**src/rtl/panel_dma_seq.sv**
```systemverilog
// Front-panel memory sequencer: runs EXAMINE/DEPOSIT (+NEXT) as DMA cycles over HOLD/HLDA.
// Optional auto-repeat of held NEXT buttons is enabled by defining PANEL_AUTOREPEAT_EN.
module panel_dma_seq #(
  parameter int ADDR_WIDTH    = 16,
  parameter int DATA_WIDTH    = 8,
  parameter int ACK_TIMEOUT   = 255,
  parameter int REPEAT_DELAY  = 25000000,
  parameter int REPEAT_PERIOD = 5000000
) (
  input  logic                  clk,
  input  logic                  rst_n,
  input  logic                  paused,
  input  logic                  cmd_examine,
  input  logic                  cmd_examine_next,
  input  logic                  cmd_deposit,
  input  logic                  cmd_deposit_next,
  input  logic                  rpt_held,
  input  logic [ADDR_WIDTH-1:0] addr_sw,
  input  logic [DATA_WIDTH-1:0] data_sw,
  output logic                  hold_req,
  input  logic                  hlda,
  output logic [ADDR_WIDTH-1:0] mem_addr,
  output logic [DATA_WIDTH-1:0] mem_wdata,
  output logic                  mem_we,
  output logic                  mem_re,
  input  logic                  mem_ack,
  input  logic [DATA_WIDTH-1:0] mem_rdata,
  output logic [ADDR_WIDTH-1:0] addr_led,
  output logic [DATA_WIDTH-1:0] data_led,
  output logic                  busy,
  output logic                  err
);

  localparam int TW = $clog2(ACK_TIMEOUT + 1);

  typedef enum logic [2:0] {IDLE, HOLD, WR, RD, REL} state_t;

  state_t                  state;
  logic [ADDR_WIDTH-1:0]   addr_reg;
  logic [ADDR_WIDTH-1:0]   nxt_addr;
  logic [TW-1:0]           tmo_cnt;
  logic                    is_write;
  logic                    any_cmd;
  logic                    ext_go;
  logic                    rpt_go;
  logic                    go;
  logic                    go_load;
  logic                    go_inc;
  logic                    go_write;
  logic                    tmo_hit;

  assign mem_addr = addr_reg;
  assign addr_led = addr_reg;
  assign any_cmd  = cmd_examine | cmd_examine_next | cmd_deposit | cmd_deposit_next;
  assign ext_go   = (state == IDLE) && paused && any_cmd;
  assign go       = ext_go || rpt_go;
  assign tmo_hit  = (tmo_cnt == TW'(ACK_TIMEOUT - 1));

`ifdef PANEL_AUTOREPEAT_EN
  localparam int RPT_MAX = (REPEAT_DELAY > REPEAT_PERIOD) ? REPEAT_DELAY : REPEAT_PERIOD;
  localparam int RW      = $clog2(RPT_MAX + 1);

  logic          rpt_armed;
  logic          rpt_write;
  logic          rpt_first;
  logic [RW-1:0] rpt_cnt;
  logic          rpt_active;
  logic          rpt_due;

  assign rpt_active = rpt_held && paused && rpt_armed;
  assign rpt_due    = rpt_active &&
                      (rpt_cnt == (rpt_first ? RW'(REPEAT_DELAY - 1) : RW'(REPEAT_PERIOD - 1)));
  assign rpt_go     = (state == IDLE) && !any_cmd && rpt_due;
`else
  logic rpt_unused;
  localparam int RptUnusedCfg = REPEAT_DELAY + REPEAT_PERIOD;
  assign rpt_unused = rpt_held;
  assign rpt_go     = 1'b0;
`endif

  // Priority decode of the accepted command; a repeat replays the last NEXT command.
  always_comb begin
    go_load  = 1'b0;
    go_inc   = 1'b0;
    go_write = 1'b0;
    if (cmd_examine) begin
      go_load = 1'b1;
    end else if (cmd_examine_next) begin
      go_inc = 1'b1;
    end else if (cmd_deposit) begin
      go_write = 1'b1;
    end else if (cmd_deposit_next) begin
      go_inc   = 1'b1;
      go_write = 1'b1;
    end
`ifdef PANEL_AUTOREPEAT_EN
    if (rpt_go) begin
      go_inc   = 1'b1;
      go_write = rpt_write;
    end
`endif
    nxt_addr = go_load ? addr_sw : (go_inc ? addr_reg + 1'b1 : addr_reg);
  end

  always_ff @(posedge clk or negedge rst_n) begin
    if (!rst_n) begin
      state     <= IDLE;
      addr_reg  <= '0;
      mem_wdata <= '0;
      data_led  <= '0;
      tmo_cnt   <= '0;
      is_write  <= 1'b0;
      hold_req  <= 1'b0;
      mem_we    <= 1'b0;
      mem_re    <= 1'b0;
      busy      <= 1'b0;
      err       <= 1'b0;
`ifdef PANEL_AUTOREPEAT_EN
      rpt_armed <= 1'b0;
      rpt_write <= 1'b0;
      rpt_first <= 1'b1;
      rpt_cnt   <= '0;
`endif
    end else begin
      case (state)
        IDLE: begin
          if (go) begin
            addr_reg  <= nxt_addr;
            mem_wdata <= data_sw;
            err       <= 1'b0;
            is_write  <= go_write;
            hold_req  <= 1'b1;
            busy      <= 1'b1;
            state     <= HOLD;
          end
        end
        HOLD: begin
          if (hlda) begin
            tmo_cnt <= '0;
            if (is_write) begin
              mem_we <= 1'b1;
              state  <= WR;
            end else begin
              mem_re <= 1'b1;
              state  <= RD;
            end
          end
        end
        WR: begin
          if (mem_ack) begin
            mem_we  <= 1'b0;
            mem_re  <= 1'b1;
            tmo_cnt <= '0;
            state   <= RD;
          end else if (tmo_hit) begin
            mem_we   <= 1'b0;
            err      <= 1'b1;
            data_led <= '1;
            hold_req <= 1'b0;
            state    <= REL;
          end else begin
            tmo_cnt <= tmo_cnt + 1'b1;
          end
        end
        RD: begin
          if (mem_ack) begin
            mem_re   <= 1'b0;
            data_led <= mem_rdata;
            hold_req <= 1'b0;
            state    <= REL;
          end else if (tmo_hit) begin
            mem_re   <= 1'b0;
            err      <= 1'b1;
            data_led <= '1;
            hold_req <= 1'b0;
            state    <= REL;
          end else begin
            tmo_cnt <= tmo_cnt + 1'b1;
          end
        end
        REL: begin
          if (!hlda) begin
            busy  <= 1'b0;
            state <= IDLE;
          end
        end
        default: state <= IDLE;
      endcase

`ifdef PANEL_AUTOREPEAT_EN
      // Counter saturates at its target while an operation is in flight, firing once IDLE.
      if (!rpt_active || ext_go) begin
        rpt_cnt   <= '0;
        rpt_first <= 1'b1;
      end else if (rpt_go) begin
        rpt_cnt   <= '0;
        rpt_first <= 1'b0;
      end else if (!rpt_due) begin
        rpt_cnt <= rpt_cnt + 1'b1;
      end
      if (ext_go) begin
        rpt_armed <= go_inc;
        rpt_write <= go_write;
      end
`endif
    end
  end

endmodule
```
**config.mk**
```make
export PLATFORM = sky130hd
export DESIGN_NAME = panel_dma_seq
export DESIGN_NICKNAME = d
export VERILOG_FILES = /design/src/rtl/panel_dma_seq.sv
export SDC_FILE = /design/constraint.sdc
export NUM_CORES = 1
export LEC_CHECK = 0
export BUFFER_PORTS_ARGS = -buffer_cell sky130_fd_sc_hd__buf_4
export CAP_MARGIN = 0
export CORE_UTILIZATION = 45
export DETAILED_ROUTE_END_ITERATION = 12
export PLACE_DENSITY = 0.84
export SYNTH_ARGS = -nofsm -noshare
export SYNTH_HDL_FRONTEND = slang
export SYNTH_SLANG_ARGS = --single-unit
export TNS_END_PERCENT = 50
```
**constraint.sdc**
```tcl
create_clock -name clk -period 1.7 [get_ports clk]
set_clock_uncertainty 0.05 [all_clocks]
set_input_delay 0.17 -clock clk [delete_from_list [all_inputs] [get_ports clk]]
set_output_delay 0.17 -clock clk [all_outputs]
set_load 0.02 [all_outputs]
```
==> results of run 1 <==
-- power by group through the flow --
stage	sequential, uW	clock, uW	combinational (uW)
after floorplan	2510	0	1620
after detailed placement	2030	0	3480
final	2020	854	3570
after global placement	2000	0	3390
after global routing	2070	930	3840
after CTS	2010	877	3530
-- cell usage in the layout (no fill, tap or decap), drive strengths merged, types with 9 or more instances in the layout --
master  synthesis  layout
nand3          10      10
dfrtp          49      49
a21oi          23      23
inv             9       9
buf            20     126
nand2           9       9
o21ai          23      23
nor2           17      17
-- synth_stat cells (all sizes together) (6+ instances only) --
cell	instances
o22a	8
mux2	8
o22ai	6
nand3	10
buf	20
a211oi	8
nand2b	7
nor2	17
inv	9
o21ai	23
clkbuf	8
a21oi	23
dfrtp	49
nand2	9
-- state kept, by name (all words and copies together) (netlist names) --
register   count
data_led       8
mem_re         1
hold_req       1
mem_we         1
tmo_cnt        8
is_write       1
busy           1
mem_wdata      8
addr_led      16
state          3
err            1
-- final timing paths --
check                            start           end  slack, ns  cells past startpoint
setup / recovery              state[0]  addr_led[13]      -0.03                      4
hold / removal              data_sw[7]  mem_wdata[7]       0.05                      2
setup reg to reg              state[0]  addr_led[13]      -0.03                      4
hold reg to reg            data_led[2]   data_led[2]       0.44                      1
max in group asynchronous        rst_n   addr_led[1]       0.78                      2
min in group asynchronous        rst_n   data_led[1]       0.37                      2
-- through the flow --
stage                     hold slack [ns]  utilization  power, uW  setup TNS [ns]  instance area, sq um
final                              0.0512        0.666       6440         -0.0268                  3760
after global routing               0.0383        0.666       6840          -0.788                  3760
after CTS                          0.0431        0.661       6410         -0.0633                  3730
after detailed placement            0.182        0.633       5510          -0.190                  3570
after global placement              0.181        0.633       5380               0                  3570
after floorplan                    -0.176            -       4130               0                  2710
-- repair_timing --
action                                  4_1_cts  5_1_grt
hold buffers                                  1        0
endpoints found under the setup margin       13       26
resized for setup                             2       10
pin swaps                                     2        0
setup buffers                                 1        0
endpoints found under the hold margin        49        0
gates cloned                                  1        0
-- worst max-delay path, delay by kind of cell (launching register included) --
| family | cells | cell delay, ns |
|---|---|---|
| AND/OR/NAND/NOR | 1 | 0.59 |
| AO/OA/AOI/OAI | 3 | 0.64 |
| flip-flops | 1 | 0.39 |
-- cell type report --
cell class / instances / area [sq um]
fillers: 428 / 1880
multi-input cells: 187 / 1320
flip-flops and latches: 49 / 1230
repair buffers: 127 / 968
well taps: 72 / 90.1
clock buffers: 7 / 86.3
inverters: 9 / 33.8
clock inverters: 1 / 30.0
-- cell families (layout without fill, tap and decap cells) --
family	Yosys count	in the layout	synth area share
AOI/OAI and AO/OA	101	101	0.255
and+or+nand+nor	71	72	0.148
DFF	49	49	0.453
buffers and inverters	37	144	0.0785
muxes	11	11	0.0527
adders and majority gates	3	3	0.0139
-- routing by layer --
layer  up-vias  track usage
met1      1232        0.303
met5         -            0
met4         0       0.0545
met3         8       0.0411
met2       109        0.423
li1       1223            -
==> impl_metrics.env, run 1 <==
export IMPL_status="complete, but fails checks"
export IMPL_violations="setup timing"
export IMPL_detail_route_antenna_nets=0
export IMPL_required_ns=1.88
export IMPL_die_height_um=79.6
export IMPL_synth_area_leaders="dfrtp_1 (45%), buf_4 (4.7%), o21ai_0 (4.2%)"
export IMPL_wirelength_met1_mm=2.85
export IMPL_pwr_share_seq=0.313
export IMPL_place_congestion=0.868
export IMPL_fin_ws_ns=-0.0259
export IMPL_grt_setup_unrepaired="yes"
export IMPL_critical_path_class="flip-flop to flip-flop"
export IMPL_power_leakage_uw=0.00171
export IMPL_ys_seq_elements=49
export IMPL_top_layer="met4"
export IMPL_grt_overflow=0
export IMPL_start_util=0.480
export IMPL_syn_mean_instance_area_sq_um=9.96
export IMPL_clkPwrFrac=0.133
export IMPL_crit_chain="or4b_4 -> a21o_4 -> a311o_1 -> a21oi_1"
export IMPL_drt_iter0_markers=150
export IMPL_synth_net_count=317
export IMPL_synthesis_area_sq_um=2710
export IMPL_p_int_uw=3790
export IMPL_grt_max_degree=50
export IMPL_synth_seq_area_share=0.453
export IMPL_diodes=0
export IMPL_async_reset_ff_frac=1.00
export IMPL_p_sw_uw=2640
export IMPL_via_count=2572
export IMPL_h_tree_depth=2
export IMPL_wl_mm=7.13
export IMPL_instances_no_fill=452
export IMPL_nets=424
export IMPL_switching_share=0.411
export IMPL_path_max_fanout=6
export IMPL_path_clk_slew_ns=0.09
export IMPL_power_density_nw_per_um2=1710
export IMPL_max_freq_mhz=579
export IMPL_worst_pin_slew_ns=0.623
export IMPL_drtPass1Iterations=4
export IMPL_std_cell_rows=27
export IMPL_synthCells=272
export IMPL_core_sq_um=5640
export IMPL_synth_edf_count=0
export IMPL_synth_warnings=0
export IMPL_slowest_stage="or4b_4"
export IMPL_drc=0
export IMPL_period_minus_slack_ns=1.73
export IMPL_worstSkewPairLatency_ns=0.30
export IMPL_cts_buffers=5
export IMPL_synth_ff_type="dfrtp_1"
export IMPL_clock_path_buffers=2
export IMPL_critical_path_arrival_ns=1.91
export IMPL_via_per_inst=5.69
export IMPL_hold_class="primary input to flip-flop"
export IMPL_areaGrowthSynthToFinish_pct=38.8
export IMPL_power_frac_comb=0.554
export IMPL_netlist_cell_type_count=51
export IMPL_cts_tree="yes"
export IMPL_cts_root_buf="clkbuf_8"
export IMPL_grt_pass1_vias=2520
export IMPL_setup_viol=2
export IMPL_drive_gt1_frac=0.429
export IMPL_dpl_hpwl_mm=5.24
export IMPL_end_kind="flip-flop"
export IMPL_routed_wl_met2_mm=3.76
export IMPL_vdd_drop_max_uv=982
export IMPL_max_cap_viol_count=0
export IMPL_num_io_pins=95
export IMPL_hold_violations=0
export IMPL_yosysTopAreaCell="dfrtp_1"
export IMPL_finalCritPeriodShare=1.02
export IMPL_dieArea_sq_um=6330
export IMPL_synth_top_area_frac=0.453
export IMPL_dr_wl_met3_um=471
export IMPL_slew_viol_final=0
export IMPL_max_stage_delay_ns=0.59
export IMPL_antenna_found_initial=0
export IMPL_cts_num_sinks=49
export IMPL_grt_usage=0.239
export IMPL_die_w_um=79.6
export IMPL_grt_pass1_wl_mm=12.0
export IMPL_critPathLaunchType="flip-flop"
export IMPL_place_inst=441
export IMPL_max_slew_margin_rel=0.585
export IMPL_preCtsSetupSlack_ns=-0.0534
export IMPL_wl_per_cell_um=15.8
export IMPL_io_buffers=93
Power figures use the tool's default switching activity.
==> run 2: changes to the inputs <==
Settings changed: SKIP_CTS_REPAIR_TIMING set to 1.
==> run 2 against run 1 <==
Compared with the run above:
- the flow still finishes with violations (setup timing)
- final area decreased by 0.37%
- sequential share of layout area grew 0.15 points
- register-to-register slack is essentially flat
- setup slack got worse by 0.013 ns
- global-route usage shrank 0.32 points
- wire length increased by 0.29%
- sequential power barely moved
- critical path depth is 1 lower
- clock-buffer cell count unchanged
- first-iteration DRC count shrank 1.3%
- highest routed layer unchanged
==> impl_metrics.env, run 2 (synthesis gave the netlist of run 1 again) <==
export IMPL_drc=0
export IMPL_power_leakage_uw=0.00170
export IMPL_grt_max_degree=50
export IMPL_hold_class="primary input to flip-flop"
export IMPL_drtPass1Iterations=4
export IMPL_via_per_inst=5.65
export IMPL_start_util=0.480
export IMPL_worst_pin_slew_ns=0.628
export IMPL_nets=422
export IMPL_grt_pass1_wl_mm=11.8
export IMPL_max_freq_mhz=575
export IMPL_crit_chain="or4b_4 -> nand2b_4 -> mux2_4"
export IMPL_grt_pass1_vias=2488
export IMPL_clock_path_buffers=2
export IMPL_path_clk_slew_ns=0.08
export IMPL_h_tree_depth=2
export IMPL_num_io_pins=95
export IMPL_hold_violations=0
export IMPL_drive_gt1_frac=0.429
export IMPL_core_sq_um=5640
export IMPL_place_congestion=0.868
export IMPL_critPathLaunchType="flip-flop"
export IMPL_cts_num_sinks=49
export IMPL_slowest_stage="or4b_4"
export IMPL_violations="setup timing"
export IMPL_preCtsSetupSlack_ns=-0.0534
export IMPL_dpl_hpwl_mm=5.24
export IMPL_reg2reg_to="mem_wdata[0]"
export IMPL_grt_setup_unrepaired="yes"
export IMPL_critical_path_class="flip-flop to flip-flop"
export IMPL_power_density_nw_per_um2=1710
export IMPL_mostFrequentLayoutCell="buf_4"
export IMPL_final_setup_tns_ns=-0.208
export IMPL_grt_overflow=0
export IMPL_max_stage_delay_ns=0.59
export IMPL_placed_cell_area_sq_um=3570
export IMPL_whs_path_depth=2
export IMPL_worstSkewPairLatency_ns=0.30
export IMPL_finalCritPeriodShare=1.02
export IMPL_cts_root_buf="clkbuf_8"
export IMPL_max_slew_margin_rel=0.581
export IMPL_largest_register_ffs=16
export IMPL_final_area_sq_um=3750
export IMPL_path_max_fanout=11
export IMPL_startpoint="state[2]"
export IMPL_place_inst=441
export IMPL_r2r_slack_ns=-0.04
export IMPL_fin_ws_ns=-0.0392
export IMPL_wl_mm=7.15
export IMPL_grt_usage=0.236
export IMPL_detail_route_antenna_nets=0
export IMPL_cts_tree="yes"
export IMPL_areaGrowthSynthToFinish_pct=38.3
export IMPL_via_count=2543
export IMPL_setup_viol=9
export IMPL_period_minus_slack_ns=1.74
export IMPL_dieArea_sq_um=6330
export IMPL_antenna_found_initial=0
export IMPL_critical_path_arrival_ns=1.87
export IMPL_end_kind="flip-flop"
export IMPL_reg2reg_depth=3
export IMPL_max_cap_viol_count=0
export IMPL_wl_per_cell_um=15.9
export IMPL_crit_end="mem_wdata[0]"
export IMPL_slew_viol_final=0
export IMPL_std_cell_rows=27
export IMPL_die_w_um=79.6
export IMPL_required_ns=1.83
export IMPL_die_height_um=79.6
export IMPL_rr_startpoint="state[2]"
export IMPL_status="complete, but fails checks"
export IMPL_mostFrequentLayoutCells="buf_4 (124), dfrtp_1 (46), o21ai_0 (21), a21oi_1 (21), nor2_1 (16)"
export IMPL_vdd_drop_max_uv=993
export IMPL_drt_iter0_markers=148
export IMPL_cts_buffers=5
export IMPL_io_buffers=93
export IMPL_instances_no_fill=450
export IMPL_diodes=0
[run 2: layout make-up]
class | instances | area [sq um]
inverter | 9 | 33.8
tap | 72 | 90.1
sequential | 49 | 1230
multi-input combinational | 186 | 1320
fill | 442 | 1900
clock inverter | 1 | 30.0
clock buffer | 7 | 86.3
timing repair buffer | 126 | 961
[run 2: how the worst min path moves through the flow]
stage,slack (ns),endpoint,from
after global placement,0.18,data_led[1],rst_n
after detailed placement,0.18,data_led[1],rst_n
after CTS,-0.15,addr_led[6],rst_n
final,0.05,mem_wdata[7],data_sw[7]
after global routing,0.04,mem_wdata[5],data_sw[5]
after floorplan,-0.18,addr_led[0],rst_n
[run 2: worst max-delay path, delay by kind of cell (launching register included)]
family | cells | cell delay, ns
flops | 1 | 0.39
simple gates | 2 | 0.84
mux | 1 | 0.33
[run 2: power by group]
| part | internal (uW) | leakage (uW) | switching, uW | total, uW |
|---|---|---|---|---|
| clock network | 480 | 0.0000585 | 375 | 855 |
| logic | 1670 | 0.00106 | 1870 | 3540 |
| registers | 1630 | 0.000586 | 400 | 2030 |
[run 2: per-stage QoR]
stage / hold slack, ns / total power, uW / util
6_report: 0.0515 / 6420 / 0.664
5_1_grt: 0.0383 / 6830 / 0.664
4_1_cts: -0.150 / 6380 / 0.654
3_5_place_dp: 0.182 / 5510 / 0.633
3_3_place_gp: 0.181 / 5380 / 0.633
2_1_floorplan: -0.176 / 4130 / -
[run 2: routing by layer]
layer,share of wire,up-vias,GRT usage
met5,0,-,0
met4,0.0062,0,0.0545
met3,0.061,6,0.0411
met2,0.52,106,0.415
met1,0.41,1213,0.300
li1,-,1218,-
==> run 3: changes to the inputs <==
Settings changed: CELL_PAD_IN_SITES_DETAIL_PLACEMENT set to 0, CELL_PAD_IN_SITES_GLOBAL_PLACEMENT set to 1, CORE_UTILIZATION 45 to 34, PLACE_DENSITY 0.84 to 0.85.
==> run 3 against run 2 <==
Compared with the run above:
- the run still ends with setup timing left
- sequential power shrank 3%
- final cell count grew 8.2%
- register-to-register slack gained 0.02 ns
- core utilization shrank 17 points
- sequential share of layout area shrank 0.76 points
- wire length grew 0.55%
- maximum frequency grew 0.96%
- via count grew 0.94%
- worst hold slack lost 0.0056 ns
- die area grew 31%
- first-iteration DRC count shrank 15%
- critical path type unchanged
==> impl_metrics.env, run 3 (synthesis gave the netlist of run 1 again) <==
export IMPL_end_kind="flip-flop"
export IMPL_cts_root_buf="clkbuf_8"
export IMPL_r2r_slack_ns=-0.02
export IMPL_critical_path_arrival_ns=1.90
export IMPL_status="complete, but fails checks"
export IMPL_die_height_um=91.3
export IMPL_final_area_sq_um=3830
export IMPL_path_max_fanout=6
export IMPL_period_minus_slack_ns=1.72
export IMPL_clock_path_buffers=2
export IMPL_power_leakage_uw=0.00174
export IMPL_routed_wl_met2_mm=3.48
export IMPL_fin_ws_ns=-0.0226
export IMPL_drtPass1Iterations=4
export IMPL_max_slew_margin_rel=0.581
export IMPL_hold_path_end="data_led[4]"
export IMPL_dieArea_sq_um=8330
export IMPL_start_util=0.351
export IMPL_min_from="mem_rdata[4]"
export IMPL_nFillCells=739
export IMPL_reg2reg_to="addr_led[13]"
export IMPL_final_setup_tns_ns=-0.0412
export IMPL_place_inst=478
export IMPL_via_count=2567
export IMPL_num_io_pins=95
export IMPL_p_sw_uw=2650
export IMPL_drt_iter0_markers=126
export IMPL_rr_startpoint="state[2]"
export IMPL_power_frac_comb=0.562
export IMPL_critical_path_class="flip-flop to flip-flop"
export IMPL_wirelength_met1_mm=3.30
export IMPL_grt_max_degree=50
export IMPL_antenna_found_initial=0
export IMPL_setup_viol=3
export IMPL_dpl_hpwl_mm=5.38
export IMPL_detail_route_antenna_nets=0
export IMPL_slew_viol_final=0
export IMPL_pwr_share_seq=0.303
export IMPL_place_congestion=0.863
export IMPL_drive_gt1_frac=0.426
export IMPL_mostFrequentLayoutCell="buf_4"
export IMPL_cts_tree="yes"
export IMPL_clkPwrFrac=0.134
export IMPL_instances_no_fill=487
export IMPL_cts_num_sinks=49
export IMPL_worstSkewPairLatency_ns=0.30
export IMPL_grt_pass1_vias=2380
export IMPL_wl_per_cell_um=14.8
export IMPL_max_cap_viol_count=0
export IMPL_worst_pin_slew_ns=0.628
export IMPL_areaGrowthSynthToFinish_pct=41.4
export IMPL_drc=0
export IMPL_p_int_uw=3830
export IMPL_nets=429
export IMPL_die_w_um=91.3
export IMPL_core_sq_um=7730
export IMPL_violations="setup timing"
export IMPL_io_buffers=93
export IMPL_dr_wl_met3_um=347
export IMPL_switching_share=0.408
export IMPL_vdd_drop_max_uv=727
export IMPL_diodes=0
export IMPL_grt_setup_unrepaired="yes"
export IMPL_required_ns=1.88
export IMPL_path_clk_slew_ns=0.09
export IMPL_preCtsSetupSlack_ns=-0.0200
export IMPL_h_tree_depth=2
export IMPL_hold_class="primary input to flip-flop"
export IMPL_mostFrequentLayoutCells="buf_4 (130), dfrtp_1 (47), o21ai_0 (21), a21oi_1 (20), nor2_1 (16)"
export IMPL_hold_violations=0
export IMPL_critPathLaunchType="flip-flop"
export IMPL_max_freq_mhz=581
export IMPL_reg2reg_depth=4
export IMPL_whs_path_depth=2
export IMPL_grt_pass1_wl_mm=11.8
export IMPL_via_per_inst=5.27
export IMPL_final_util=0.496
export IMPL_largest_register_ffs=16
export IMPL_grt_overflow=0
export IMPL_top_layer="met4"
export IMPL_cts_buffers=5
export IMPL_placed_cell_area_sq_um=3680
export IMPL_finalCritPeriodShare=1.01
export IMPL_std_cell_rows=32
export IMPL_power_density_nw_per_um2=1690
export IMPL_grt_usage=0.175
export IMPL_wl_mm=7.19
==> run 3: layer usage <==
layer	GRT usage	vias up
met3	0.0293	6
met4	0.0370	0
met2	0.285	75
met5	0	-
li1	-	1233
met1	0.243	1253
==> run 3: final cells by class <==
cell class | count | area, sq um | area share
multi-input combinational | 186 | 1300 | 0.339
inverter | 9 | 33.8 | 0.00882
clock buffer | 7 | 86.3 | 0.0225
clock inverter | 1 | 30.0 | 0.00784
tap | 102 | 128 | 0.0333
timing repair buffer | 133 | 1030 | 0.268
sequential | 49 | 1230 | 0.321
==> run 3: critical path, stage by stage (launching register included) <==
cell and delay [ns]:
dfrtp_1 0.38, or4b_4 0.59, a21o_4 0.24, a311o_1 0.28, a21oi_2 0.12
==> run 3: worst max path at each step <==
| stage | to | start | cells past startpoint |
|---|---|---|---|
| after detailed placement | addr_led[13] | state[2] | 4 |
| after global placement | addr_led[13] | state[2] | 4 |
| after CTS | addr_led[13] | state[2] | 4 |
| after floorplan | mem_wdata[0] | state[0] | 4 |
| final | addr_led[13] | state[2] | 4 |
| after global routing | addr_led[13] | state[2] | 4 |
==> run 3: power by group through the flow <==
stage          Combinational (uW)  Sequential, uW  Clock, uW
2_1_floorplan                1620            2510          0
3_3_place_gp                 3570            1960          0
3_5_place_dp                 3620            1980          0
4_1_cts                      3630            1960        900
5_1_grt                      3910            2030        951
6_report                     3640            1970        868
==> run 3: stage by stage <==
stage / power, uW / hold WS (ns)
floorplan: 4130 / -0.176
global placement: 5530 / 0.186
detailed placement: 5600 / 0.182
CTS: 6490 / -0.153
global route: 6890 / 0.0292
finish: 6480 / 0.0460
